==> src/rtl/lcd_timing_gen.sv <==
// LCD/VGA raster timing generator with four built-in test patterns (black, bars, moving box, grid).
// Latency: every output is one VGA_CLK behind the counters; free-running, no backpressure.
module lcd_timing_gen #(
  parameter int H_ACTIVE = 480,
  parameter int H_FP     = 2,
  parameter int H_SYNC   = 41,
  parameter int H_BP     = 2,
  parameter int V_ACTIVE = 272,
  parameter int V_FP     = 2,
  parameter int V_SYNC   = 10,
  parameter int V_BP     = 2,
  parameter bit HS_POL   = 1'b0,
  parameter bit VS_POL   = 1'b0,
  parameter bit DE_POL   = 1'b1,
  parameter int BOX      = 32
) (
  input  logic        VGA_CLK,
  input  logic        RESET,
  input  logic [1:0]  MODE,
  output logic        HSYNC,
  output logic        VSYNC,
  output logic        DEN,
  output logic [9:0]  XPOS,
  output logic [9:0]  YPOS,
  output logic [4:0]  LCD_R,
  output logic [5:0]  LCD_G,
  output logic [4:0]  LCD_B,
  output logic [15:0] FRAME,
  output logic        LINE_START,
  output logic        FRAME_START
);

  localparam int H_TOTAL = H_ACTIVE + H_FP + H_SYNC + H_BP;
  localparam int V_TOTAL = V_ACTIVE + V_FP + V_SYNC + V_BP;
  localparam int HW      = $clog2(H_TOTAL);
  localparam int VW      = $clog2(V_TOTAL);
  localparam int BAR_W   = (H_ACTIVE >= 8) ? H_ACTIVE / 8 : 1;
  localparam int BX_MAX  = (H_ACTIVE > BOX) ? H_ACTIVE - BOX : 0;
  localparam int BY_MAX  = (V_ACTIVE > BOX) ? V_ACTIVE - BOX : 0;

  logic [HW-1:0] hcnt, bx;
  logic [VW-1:0] vcnt, by;
  logic [1:0]    mode_r, mode_eff;
  logic          started;

  // 32-bit views keep all parameter comparisons free of width games
  logic [31:0] h, v, bx32, by32, bar_full;
  logic [2:0]  bar;
  logic        h_last, v_last, frame_first;
  logic        hs_act, vs_act, den_act, in_box;
  logic [15:0] pix;

  assign h    = 32'(hcnt);
  assign v    = 32'(vcnt);
  assign bx32 = 32'(bx);
  assign by32 = 32'(by);

  assign h_last      = (h == H_TOTAL - 1);
  assign v_last      = (v == V_TOTAL - 1);
  assign frame_first = (hcnt == '0) && (vcnt == '0);

  assign hs_act  = (h >= H_ACTIVE + H_FP) && (h < H_ACTIVE + H_FP + H_SYNC);
  assign vs_act  = (v >= V_ACTIVE + V_FP) && (v < V_ACTIVE + V_FP + V_SYNC);
  assign den_act = (h < H_ACTIVE) && (v < V_ACTIVE);
  assign in_box  = (h >= bx32) && (h < bx32 + BOX) && (v >= by32) && (v < by32 + BOX);

  // The first pixel of a frame already uses the freshly sampled MODE
  assign mode_eff = frame_first ? MODE : mode_r;

  always_comb begin
    bar_full = h / BAR_W;
    bar      = (bar_full > 32'd7) ? 3'd7 : bar_full[2:0];
    pix      = 16'h0000;
    case (mode_eff)
      2'd1:    pix = {{5{~bar[1]}}, {6{~bar[2]}}, {5{~bar[0]}}};
      2'd2:    pix = in_box ? 16'hFFFF : 16'h0000;
      2'd3:    pix = ((h[3:0] == 4'd0) || (v[3:0] == 4'd0)) ? 16'hFFFF : 16'h0000;
      default: pix = 16'h0000;
    endcase
    if (!den_act) pix = 16'h0000;
  end

  always_ff @(posedge VGA_CLK) begin
    if (RESET) begin
      hcnt        <= '0;
      vcnt        <= '0;
      bx          <= '0;
      by          <= '0;
      mode_r      <= 2'd0;
      started     <= 1'b0;
      FRAME       <= 16'd0;
      HSYNC       <= ~HS_POL;
      VSYNC       <= ~VS_POL;
      DEN         <= ~DE_POL;
      XPOS        <= 10'd0;
      YPOS        <= 10'd0;
      LCD_R       <= 5'd0;
      LCD_G       <= 6'd0;
      LCD_B       <= 5'd0;
      LINE_START  <= 1'b0;
      FRAME_START <= 1'b0;
    end else begin
      hcnt <= h_last ? '0 : hcnt + HW'(1);
      if (h_last) vcnt <= v_last ? '0 : vcnt + VW'(1);

      if (frame_first) begin
        mode_r  <= MODE;
        started <= 1'b1;
        if (started) FRAME <= FRAME + 16'd1;
      end

      // Box moves on the last clock of a frame so the new frame starts at the new spot
      if (h_last && v_last) begin
        bx <= (bx32 >= BX_MAX) ? '0 : bx + HW'(1);
        by <= (by32 >= BY_MAX) ? '0 : by + VW'(1);
      end

      HSYNC       <= hs_act  ? HS_POL : ~HS_POL;
      VSYNC       <= vs_act  ? VS_POL : ~VS_POL;
      DEN         <= den_act ? DE_POL : ~DE_POL;
      XPOS        <= den_act ? h[9:0] : 10'd0;
      YPOS        <= den_act ? v[9:0] : 10'd0;
      LCD_R       <= pix[15:11];
      LCD_G       <= pix[10:5];
      LCD_B       <= pix[4:0];
      LINE_START  <= (hcnt == '0);
      FRAME_START <= frame_first;
    end
  end

endmodule
==> config.mk <==
export PLATFORM = sky130hd
export DESIGN_NAME = lcd_timing_gen
export DESIGN_NICKNAME = d
export VERILOG_FILES = /design/src/rtl/lcd_timing_gen.sv
export SDC_FILE = /design/constraint.sdc
export NUM_CORES = 1
export LEC_CHECK = 0
export CAP_MARGIN = 15
export CELL_PAD_IN_SITES_DETAIL_PLACEMENT = 1
export CELL_PAD_IN_SITES_GLOBAL_PLACEMENT = 1
export CORE_MARGIN = 2
export CORE_UTILIZATION = 45
export CTS_CLUSTER_SIZE = 24
export DETAILED_ROUTE_END_ITERATION = 8
export PLACE_DENSITY = 0.87
export RECOVER_POWER = 25
export SLEW_MARGIN = 15
export SYNTH_ARGS = -nofsm -noshare
export SYNTH_HDL_FRONTEND = slang
export SYNTH_SLANG_ARGS = --single-unit
==> constraint.sdc <==
create_clock -name VGA_CLK -period 5.5 [get_ports VGA_CLK]
set_clock_uncertainty 0.1 [all_clocks]
set_input_delay 0.825 -clock VGA_CLK [delete_from_list [all_inputs] [get_ports VGA_CLK]]
set_output_delay 0.825 -clock VGA_CLK [all_outputs]
set_load 0.02 [all_outputs]
Yosys cells after proc, flatten, opt, wreduce, memory -nomap -nowiden
Cells that the tools add are included.

word-level totals
  flip-flop bits (word level) = 98
  bits in latches = 0
  RAM bits = 0
  ROM bits = 0
  bits of input ports = 4
  output and inout port bits = 57
  word-level logic and storage cells = 75
  memories kept = 0

operators by class
  add/sub/neg operators = 7
  multiply operators = 0
  divide/modulo/power cells = 1
  $lt $le $gt $ge = 13
  equal/unequal tests = 5
  shifts and indexed selects = 0
  multiplexer cells = 11
  bitwise operators = 4
  reductions and logical operators = 16

operators with widths
  cell                                                                 count
  case mux 16 bit (3 select lines)                                     1
  divider 10 x 6 -> 32 bit (second input constant)                     1
  > comparator 32 x 3 -> 1 bit (second input constant)                 1
  2-to-1 mux 16 bit                                                    2
  adder 10 x 1 -> 10 bit (second input constant)                       2
  greater-or-equal comparator 10 x 9 -> 1 bit (second input constant)  2
  adder 9 x 1 -> 9 bit (second input constant)                         2
  < comparator 9 bit (second input constant)                           2
  2-to-1 mux 9 bit                                                     2
  adder 16 x 1 -> 16 bit (second input constant)                       1
  adder 10 x 6 -> 11 bit (second input constant)                       1
  < comparator 10 x 11 -> 1 bit                                        1
  adder 9 x 6 -> 10 bit (second input constant)                        1
  equality test 10 bit (second input constant)                         1
  greater-or-equal comparator 10 bit                                   1
  logical NOT 10 bit                                                   1
  < comparator 10 bit (second input constant)                          1
  < comparator 10 x 9 -> 1 bit (second input constant)                 1
  < comparator 9 x 10 -> 1 bit                                         1
  2-to-1 mux 10 bit                                                    1
  equality test 9 bit (second input constant)                          1
  greater-or-equal comparator 9 x 8 -> 1 bit (second input constant)   1
  greater-or-equal comparator 9 bit                                    1
  greater-or-equal comparator 9 bit (second input constant)            1
  12 further kinds                                                     27

Longest topological paths before layout
  word-level depth = 7
  depth in mapped cells = 12
  mapped depth without buffers = 10

Worst setup path after synthesis
OpenSTA, ideal clock, no wires.

  path type = reg2reg
  start = reg hcnt[0]
  end = reg FRAME[13]
  setup time = 0.070 ns
  data arrival time = 2.302 ns
  data required time = 5.330 ns
  setup slack = 3.027 ns
  stages on the path, launching flop included = 11
  path buffers = 1
  clock period less this slack = 2.473 ns
  cell sequence = dfxtp_1 -> inv_1 -> ha_1 -> nor3b_2 -> nand4_1 -> nor4_4 -> and2_1 -> buf_6 -> nand4_4 -> or3_1 -> a21oi_1

on the way
  longest elaborated chain between the ends = 3

RTL lines
  what                           RTL line  RTL
  start, declared                41        logic [HW-1:0] hcnt, bx;
  start signal, assigned         103       hcnt <= h_last ? '0 : hcnt + HW'(1);
  logical NOT 10 bit             60        assign frame_first = (hcnt == '0) && (vcnt == '0);
  logical AND 1 bit              60
  AND reduction 2 bit (no line)  -
  end signal, assigned           109       if (started) FRAME <= FRAME + 16'd1;
  end, declared                  28        output logic [15:0] FRAME,

Every way passes these cells.
A chain may end at the register's enable or synchronous reset.

==> impl_metrics.yaml <==
outcome:
  status: "finished, violations left"
  violations: "capacitance limit, slew limit"
drt:
  ant_nets: 0
  vias: 4128
  vias_per_cell: 5.71
  drt_iter0_markers: 184
  detail_route.wl_per_cell_um: 18.5
  drtPass1Iterations: 4
  drt-total-wl_um: 13400
  drcViolationCount: 0
floorplanning:
  start_util_pct: 45.7
  fp-row-count: 37
  core_area_sq_um: 10200
  chipHeight_um: 106
  dieArea_sq_um: 11200
  die_w_um: 106
  ios: 61
cells_and_area:
  final_cell_mix: "dfxtp_1 (84), nor2_1 (66), ha_1 (43)"
  fillers: 1215
  nNetsFinal: 629
  seqCellArea_sq_um: 1680
  multi_input_area_sq_um: 2640
  drive_above_1_share_pct: 4.26
  synthToLayoutAreaGrowth_pct: 17.7
  final_area_sq_um: 5480
  antennaDiodeCount: 0
  final_common_cell: "dfxtp_1"
setup_path:
  crit_fanout: 36
  rr_endpoint: "FRAME[14]"
  critPathLaunch: "RESET"
  cp.arrival_ns: 3.51
  critical_path_required_ns: 5.65
  r2r_slack_ns: 2.36
  cp-start-kind: "input port"
  rr_worst_depth: 7
  crit_end: "bx[3]"
  crit_path_end_kind: "flop"
  crit_type: "in2reg"
  reg2reg_from: "hcnt[8]"
cts:
  cts.repair.resized: 0
  post_cts_buffers: 0
  htree_num_levels: 3
  worstSkewPairLatency_ns: 0.38
  clock_path_buffers: 2
  cts_buffers: 9
  clkSlewWorstSetupHoldPaths_ns: 0.08
  cts_hold_buf: 0
  root_buffer: "clkbuf_8"
  cts_sinks: 84
  cts_tree: "built"
synth:
  syn_inst: 545
  ys_warn_count: 0
  synth.area.top_cells: "dfxtp_1 (36%), ha_1 (12%), nor2_1 (5.3%), xnor2_1 (4.7%), a21oi_1 (3.2%)"
  synth_cell_types: 57
  syn_avg_cell_area_sq_um: 8.54
  ys.flop_type: "dfxtp_1"
  synth-edff-count: 0
  yosys.area.top_type: "dfxtp_1"
  synth_top_area_share_pct: 36.1
  ys_async_sr_fraction_pct: 0
  ys_ff_latch: 84
  yosysSeqAreaShare_pct: 36.1
  syn_area_sq_um: 4650
worst_hold_path:
  worstHoldPathType: "reg2reg"
job:
  cap_violations: 1
sta:
  worstMarginPinSlew_ns: 1.72
  finalCriticalPeriod_ns: 3.36
  period_share_pct: 61.2
  hold_viol: 0
  finalSetupViolations: 0
  finalSetupTns_ns: 0
  slew_viol_final: 37
  fmax_mhz: 297
  grt_setup_unrepaired: "false"
  fin_hold_ws_ns: 0.400
  timing.slew.headroom_pct: -14.6
placed_design:
  hpwl_um: 9840
  placed_cell_area_sq_um: 5230
  routabilityCongestion: 0.885
  io_buffers: 59
grt:
  grt_pass1_wl_um: 22300
  antenna_found_initial: 0
  grt_max_degree: 37
  grt_overflow: 0
  grt_pass1_vias: 4495
  grtUsageTotal_pct: 25.2
power:
  power_density_nw_per_um2: 244
  leakage_nw: 2.08
  peakVddDrop_mv: 0.116
how the worst min path moves through the flow:
stage                  from      end  cells past startpoint
floorplan           started  started                      2
global placement    started  started                      2
detailed placement  hcnt[0]  hcnt[0]                      1
CTS                 hcnt[0]  hcnt[0]                      1
global route        hcnt[0]  hcnt[0]                      1
finish              hcnt[0]  hcnt[0]                      1
kinds of logic after synthesis:
group	synth area share, %
buffers and inverters	7.23
AND/OR/NAND/NOR	23.5
adder cells (fa/ha/maj)	11.6
other	0.0806
flip-flops	36.1
XOR/XNOR	6.96
multiplexers	1.08
AO/OA/AOI/OAI	13.5
layer usage:
layer,track usage (%),part of all wire (%),up-vias,wire length (um)
met4,11.6,2.5,0,334
li1,-,-,1963,-
met5,0,0,-,0
met3,3.28,3.5,29,475
met1,28.0,41,2030,5560
met2,47.4,52,106,7040
per-stage QoR:
stage          instances  worst slack (ns)  power [mW]  utilization, %
3_3_place_gp         707              2.71       0.767            51.3
5_1_grt              723              1.91        1.37            53.8
2_1_floorplan        546              3.03       0.734               -
3_5_place_dp         707              2.49       0.776            51.3
6_report             723              2.14        1.34            53.8
4_1_cts              723              2.40        1.34            53.8
report_power, final:
part           internal, mW  switching [mW]
clock                 0.328           0.244
sequential            0.619          0.0132
combinational        0.0553          0.0747
worst max-delay path: stages:
cell and delay [ns]:
dlygate4sd3_1 0.61, clkbuf_1 1.26, a311oi_1 0.27, nor2_1 0.44, nor2_1 0.10
registers in the layout, indices dropped and copies added, names as in the netlist:
signal / flops
FRAME: 16
XPOS: 10
bx: 10
hcnt: 10
YPOS: 9
by: 9
vcnt: 9
mode_r: 2
DEN: 1
FRAME_START: 1
HSYNC: 1
LCD_B: 1
LCD_G: 1
LCD_R: 1
LINE_START: 1
VSYNC: 1
started: 1
final cells by class:
cell class	count	share of cell area, %
clock buffer	11	2.76
inverter	34	2.33
multi-input combinational	392	48.2
sequential	84	30.7
clock inverter	5	1.94
timing repair buffer	61	11.0
tap	136	3.11
cell usage after synthesis (all sizes together) (3+ instances only):
library cell   n
nor3          13
nand2b         5
nor2b          3
nand3         21
clkbuf        16
o211ai         8
o31ai          4
xnor2         25
o21ai         18
and3           4
a21o           7
ha            43
and2          21
inv           34
o22ai          3
or4            4
mux2i          5
nand4         20
a211oi         5
a21oi         30
nor2          66
a31oi          4
nand2         29
xor2          12
buf           20
or3           11
dfxtp         84
(Power assumes the default switching activity.)
